`src/rtl/naneye_pixel_deser.sv`:
```
// NanEye pixel deserialiser: frames 12-bit serial words (start '1', 10 data bits MSB first,
// stop '0') from the Manchester sampler into pixels with column/row bookkeeping.
module naneye_pixel_deser #(
    parameter int PIX_PER_LINE    = 250,
    parameter int LINES_PER_FRAME = 250,
    parameter int WORD_BITS       = 12
) (
    input  logic       SCLOCK,
    input  logic       RESET,
    input  logic       S_DATA,
    input  logic       S_WREN,
    input  logic       frame_sync_start,
    output logic [9:0] PIX_DATA,
    output logic       PIX_VALID,
    output logic [7:0] PIX_COL,
    output logic [7:0] PIX_ROW,
    output logic       LINE_END,
    output logic       FRAME_END,
    output logic       WORD_ERR,
    output logic       FRAME_SHORT,
    output logic [7:0] ERR_CNT
);

    localparam int                CNT_W     = $clog2(WORD_BITS + 1);
    localparam int                DATA_BITS = 10;
    localparam logic [CNT_W-1:0]  LAST_CNT  = CNT_W'(WORD_BITS - 1);
    localparam logic [7:0]        LAST_COL  = 8'(PIX_PER_LINE - 1);
    localparam logic [7:0]        LAST_ROW  = 8'(LINES_PER_FRAME - 1);

    typedef enum logic [1:0] {IDLE, HUNT, SHIFT, DONE} state_e;

    state_e                 state_q, state_d;
    // The final bit of a word is evaluated straight from S_DATA, so only the earlier bits are stored.
    logic [WORD_BITS-2:0]   sr_q, sr_d;
    logic [CNT_W-1:0]       bit_cnt_q, bit_cnt_d;
    logic [7:0]             col_q, col_d;
    logic [7:0]             row_q, row_d;
    logic                   fss_prev_q;
    logic [DATA_BITS-1:0]   pix_data_q, pix_data_d;
    logic [7:0]             pix_col_q, pix_col_d;
    logic [7:0]             pix_row_q, pix_row_d;
    logic [7:0]             err_cnt_q, err_cnt_d;
    logic                   pix_valid_q, pix_valid_d;
    logic                   line_end_q, line_end_d;
    logic                   frame_end_q, frame_end_d;
    logic                   word_err_q, word_err_d;
    logic                   frame_short_q, frame_short_d;
    logic [WORD_BITS-1:0]   word_w;

    assign word_w = {sr_q, S_DATA};

    always_comb begin
        // NOTE: every output of this block gets a default first, so no path can infer a latch.
        state_d       = state_q;
        sr_d          = sr_q;
        bit_cnt_d     = bit_cnt_q;
        col_d         = col_q;
        row_d         = row_q;
        pix_data_d    = pix_data_q;
        pix_col_d     = pix_col_q;
        pix_row_d     = pix_row_q;
        err_cnt_d     = err_cnt_q;
        pix_valid_d   = 1'b0;
        line_end_d    = 1'b0;
        frame_end_d   = 1'b0;
        word_err_d    = 1'b0;
        frame_short_d = 1'b0;

        case (state_q)
            IDLE: begin
                if (frame_sync_start && !fss_prev_q) begin
                    state_d   = HUNT;
                    col_d     = '0;
                    row_d     = '0;
                    err_cnt_d = '0;
                    sr_d      = '0;
                    bit_cnt_d = '0;
                end
            end
            HUNT, SHIFT: begin
                // Losing frame sync beats any word completing in the same cycle.
                if (!frame_sync_start) begin
                    state_d       = IDLE;
                    frame_short_d = 1'b1;
                    sr_d          = '0;
                    bit_cnt_d     = '0;
                end else if (S_WREN && state_q == HUNT) begin
                    if (S_DATA) begin
                        sr_d      = (WORD_BITS-1)'(1);
                        bit_cnt_d = CNT_W'(1);
                        state_d   = SHIFT;
                    end
                end else if (S_WREN) begin
                    sr_d      = word_w[WORD_BITS-2:0];
                    bit_cnt_d = bit_cnt_q + 1'b1;
                    if (bit_cnt_q == LAST_CNT) begin
                        state_d   = HUNT;
                        sr_d      = '0;
                        bit_cnt_d = '0;
                        if (!word_w[0]) begin
                            pix_valid_d = 1'b1;
                            pix_data_d  = word_w[DATA_BITS:1];
                            pix_col_d   = col_q;
                            pix_row_d   = row_q;
                            if (col_q == LAST_COL) begin
                                col_d      = '0;
                                line_end_d = 1'b1;
                                if (row_q == LAST_ROW) begin
                                    row_d       = '0;
                                    frame_end_d = 1'b1;
                                    state_d     = DONE;
                                end else begin
                                    row_d = row_q + 8'd1;
                                end
                            end else begin
                                col_d = col_q + 8'd1;
                            end
                        end else begin
                            word_err_d = 1'b1;
                            if (err_cnt_q != 8'hFF) err_cnt_d = err_cnt_q + 8'd1;
                        end
                    end
                end
            end
            DONE: begin
                if (!frame_sync_start) state_d = IDLE;
            end
            default: state_d = IDLE;
        endcase
    end

    always_ff @(posedge SCLOCK) begin
        // NOTE: state registers use non-blocking assignments so all flops update together.
        if (RESET) begin
            state_q       <= IDLE;
            sr_q          <= '0;
            bit_cnt_q     <= '0;
            col_q         <= '0;
            row_q         <= '0;
            fss_prev_q    <= 1'b1;  // a level already high after reset must not look like a new frame
            pix_data_q    <= '0;
            pix_col_q     <= '0;
            pix_row_q     <= '0;
            err_cnt_q     <= '0;
            pix_valid_q   <= 1'b0;
            line_end_q    <= 1'b0;
            frame_end_q   <= 1'b0;
            word_err_q    <= 1'b0;
            frame_short_q <= 1'b0;
        end else begin
            state_q       <= state_d;
            sr_q          <= sr_d;
            bit_cnt_q     <= bit_cnt_d;
            col_q         <= col_d;
            row_q         <= row_d;
            fss_prev_q    <= frame_sync_start;
            pix_data_q    <= pix_data_d;
            pix_col_q     <= pix_col_d;
            pix_row_q     <= pix_row_d;
            err_cnt_q     <= err_cnt_d;
            pix_valid_q   <= pix_valid_d;
            line_end_q    <= line_end_d;
            frame_end_q   <= frame_end_d;
            word_err_q    <= word_err_d;
            frame_short_q <= frame_short_d;
        end
    end

    assign PIX_DATA    = pix_data_q;
    assign PIX_VALID   = pix_valid_q;
    assign PIX_COL     = pix_col_q;
    assign PIX_ROW     = pix_row_q;
    assign LINE_END    = line_end_q;
    assign FRAME_END   = frame_end_q;
    assign WORD_ERR    = word_err_q;
    assign FRAME_SHORT = frame_short_q;
    assign ERR_CNT     = err_cnt_q;

endmodule

```
`config.mk`:
```
export PLATFORM = sky130hd
export DESIGN_NAME = naneye_pixel_deser
export DESIGN_NICKNAME = d
export VERILOG_FILES = /design/src/rtl/naneye_pixel_deser.sv
export SDC_FILE = /design/constraint.sdc
export NUM_CORES = 1
export LEC_CHECK = 0
export CAP_MARGIN = 5
export CELL_PAD_IN_SITES_DETAIL_PLACEMENT = 1
export CELL_PAD_IN_SITES_GLOBAL_PLACEMENT = 1
export CORE_ASPECT_RATIO = 1.4
export CORE_MARGIN = 2
export CORE_UTILIZATION = 38
export CTS_CLUSTER_DIAMETER = 120
export DETAILED_ROUTE_END_ITERATION = 10
export GPL_ROUTABILITY_DRIVEN = 0
export MAX_ROUTING_LAYER = met4
export PLACE_DENSITY = 0.78
export SYNTH_ARGS = -nofsm -noshare
export SYNTH_HDL_FRONTEND = slang
export SYNTH_SLANG_ARGS = --single-unit
```
`constraint.sdc`:
```
create_clock -name SCLOCK -period 2.4 [get_ports SCLOCK]
set_clock_uncertainty 0.15 [all_clocks]
set_input_delay 0.48 -clock SCLOCK [delete_from_list [all_inputs] [get_ports SCLOCK]]
set_output_delay 0.48 -clock SCLOCK [all_outputs]
set_load 0.1 [all_outputs]
```
==> run metrics <==
outcome=complete, no violations; most common cell in the netlist=dfxtp_1; R2R setup slack=160 ps; Switch Pwr=0.6925 mW; EDFF count, synth=0; Initial Utilization=approximately two fifths; core region area=8558 sq um; CTS tree=built; I/O Pins=44; top-area cell type share of the netlist area=between 40% and 50%; crit path capture type=register; crit-path max FO=15; final hold slack=306.2 ps; post-route clock period utilization=93.37%; initial antenna violation count=0; worst-margin pin slew=528.0 ps; number of I/O port buffers=43; DR DRC count=0; unrepaired setup endpoints after global routing=false; Top FF cell, synth=dfxtp_1; CP dominant cell by count=buf_4; first-pass GRT wire length=15750 um; Fin. Hold Viols=0; Slew Limit Fails=0; synthesized area=3323 sq um; Combinational Power Share=9.7%; Placed Area=3913 sq um; proportion of layout cells with a drive suffix above 1=19.91%; yosys warns=0; Mapped Avg Cell Area=8.308 sq um; clk_lat worst skew=approximately 330 ps; dpl cells=552; Area Growth Syn to Fin=27.52%; register area=1441 sq um; WP data required=2500 ps; area leader, netlist=dfxtp_1; startpoint type of the worst setup path=register; clock tree buffer depth=2; Relative slew margins=64.80%; Lkg Pwr=roughly 1.5 nW; Slowest Stage Delay on Critical Path=about 370 ps; GRT overflow=0; post-DP HPWL=6601 um; H-tree lvl count=3; Setup CP Type=reg2reg; clock power share=49.3%; pin count of the biggest net entering global routing=31; final setup vio count=0; DRT antenna net count=0; WL per Instance=16.42 um; Cell variety after synth=56; area of the multi-input gates=1727 sq um; root buffer cell=clkbuf_16; Core Util, Final=between 40% and 50%; Post-synth top cells=dfxtp_1 (72), nand2_1 (65), a21oi_1 (54); diodes inserted=0; PwrDens=698.2 nW/um^2; DRT iter0 DRCs=about 150; Slowest cell on crit path=dfxtp_1; sequential fraction of design power=40.9%; Critical Path AT=2350 ps; vias in the first global route=3313; Mapped Nets=414; GRT Total Usage=20.92%; maximum VDD drop=roughly 0.36 mV; Hold Buf Count CTS=0; Clock Sinks=72; routed wire length=just over 9000 um; Worst Hold Class=reg2reg; Synth async-reset ratio=0%; Synth Register Bits=roughly 70; crit path cell chain=inv_1, ha_1, buf_4, nand2_1, buf_4, a21o_1, a31o_2, a21oi_1; Max-cap violations=0; Sw Ratio=23.40%; post-route setup TNS=0 ps; Internal=2.266 mW; routed vias/inst=about 5.7; sequential share of the synthesized area=43.37%; Post-Syn Instances=400; Fillers=1017; Clk pin slew, worst setup/hold paths=60 ps; fmax=446.3 MHz; row count=40; CP top delay family=compound AO/OA/AOI/OAI gates; Nets=between 400 and 500; DIE AREA=between 9000 and 10000 sq um; Die X=just over 80 um; total CTS buffers=9; Pre-antenna DRT Iters=4; vias post-DR=3224; final instance area=4238 sq um; Final Non-Filler Cells=between 500 and 600; sum of buffers and inverters on the critical path=3; Die Height=114.7 um; Period minus WS final=approximately 2200 ps; Synth area leaders=dfxtp_1 (43%), a21oi_1 (8.1%), nand2_1 (7.3%)
## cell usage in the layout (no fill, tap or decap), types with 3 or more instances in the layout
cell and n:
clkbuf_16 9, a21oi_1 53, buf_4 65, or4_1 8
nand3_1 27, inv_1 13, nor2b_1 3, o21ai_0 22
nand4_1 5, nor3_1 5, nor2_1 6, o31ai_1 10
a31oi_1 4, and3_1 5, and3b_1 3, dfxtp_1 72
or3_1 5, or2_2 4, o21a_1 3, ha_1 9
nand2b_1 5, nand2_1 65, and4_1 4, clkdlybuf4s50_1 4
## cell type report
type | instances | share of cell area [%]
inverter | 13 | 1.151
timing repair buffer | 71 | 13.40
tap | 105 | 3.100
sequential | 72 | 34.01
clock buffer | 12 | 6.053
multi-input combinational | 291 | 40.74
clock inverter | 3 | 1.535
## registers in the layout (all words and copies together) (netlist names)
signal / count
ERR_CNT: 8
FRAME_END: 1
FRAME_SHORT: 1
LINE_END: 1
PIX_COL: 8
PIX_DATA: 10
PIX_ROW: 8
PIX_VALID: 1
WORD_ERR: 1
bit_cnt_q: 4
col_q: 8
fss_prev_q: 1
row_q: 8
sr_q: 10
state_q: 2
## path summary, 6_finish.rpt
| path | depth (start not counted) | start | endpoint |
|---|---|---|---|
| max | 8 | state_q[0]$_SDFFE_PP0P_ | sr_q[2]$_SDFFE_PP0P_ |
| min | 2 | PIX_DATA[7]$_SDFFE_PP0P_ | PIX_DATA[7]$_SDFFE_PP0P_ |
| max reg2reg | 8 | state_q[0]$_SDFFE_PP0P_ | sr_q[2]$_SDFFE_PP0P_ |
| min reg2reg | 2 | PIX_DATA[7]$_SDFFE_PP0P_ | PIX_DATA[7]$_SDFFE_PP0P_ |
## worst min-delay path, delay by kind of cell, from the launching register on
kind | cells | cell delay, ps
AND/OR/NAND/NOR | 1 | 50
AO/OA/AOI/OAI | 1 | 50
flip-flops | 1 | 310
## layer usage
layer  GRT usage [%]  wire length (um)
met1           22.16              3953
met5               -                 0
met4           8.197               144
met3           4.758               249
met2           37.74              4963
## power groups by stage
stage / Sequential [mW] / Clock, mW / Combinational, mW
6_report: 1.21 / 1.46 / 0.287
5_1_grt: 1.21 / 1.54 / 0.313
4_1_cts: 1.21 / 1.48 / 0.284
3_5_place_dp: 1.24 / 0 / 0.278
3_3_place_gp: 1.24 / 0 / 0.273
2_1_floorplan: 1.24 / 0 / 0.164
## timing repair
item / in CTS / in global routing
setup endpoints to repair: 0 / 1
gates resized for setup: 0 / 1
buffers inserted: 0 / 0
## stage by stage
stage          power [mW]  setup slack [ps]
6_report            2.959             159.1
5_1_grt             3.064             80.79
4_1_cts             2.974             92.80
3_5_place_dp        1.515            -4.733
3_3_place_gp        1.509             28.03
2_1_floorplan       1.406             47.50
## kinds of logic (layout without fill, tap and decap cells)
kind of cell	count (synthesis)	count (layout)	synth area share, %
AO/OA/AOI/OAI	123	123	22.82
adder cells (fa/ha/maj)	9	9	3.389
buffers and inverters	37	99	4.782
flip-flops	72	72	43.37
multiplexers	1	1	0.3012
AND/OR/NAND/NOR	158	158	25.34
No activity file was read; power rests on OpenSTA's default activity.
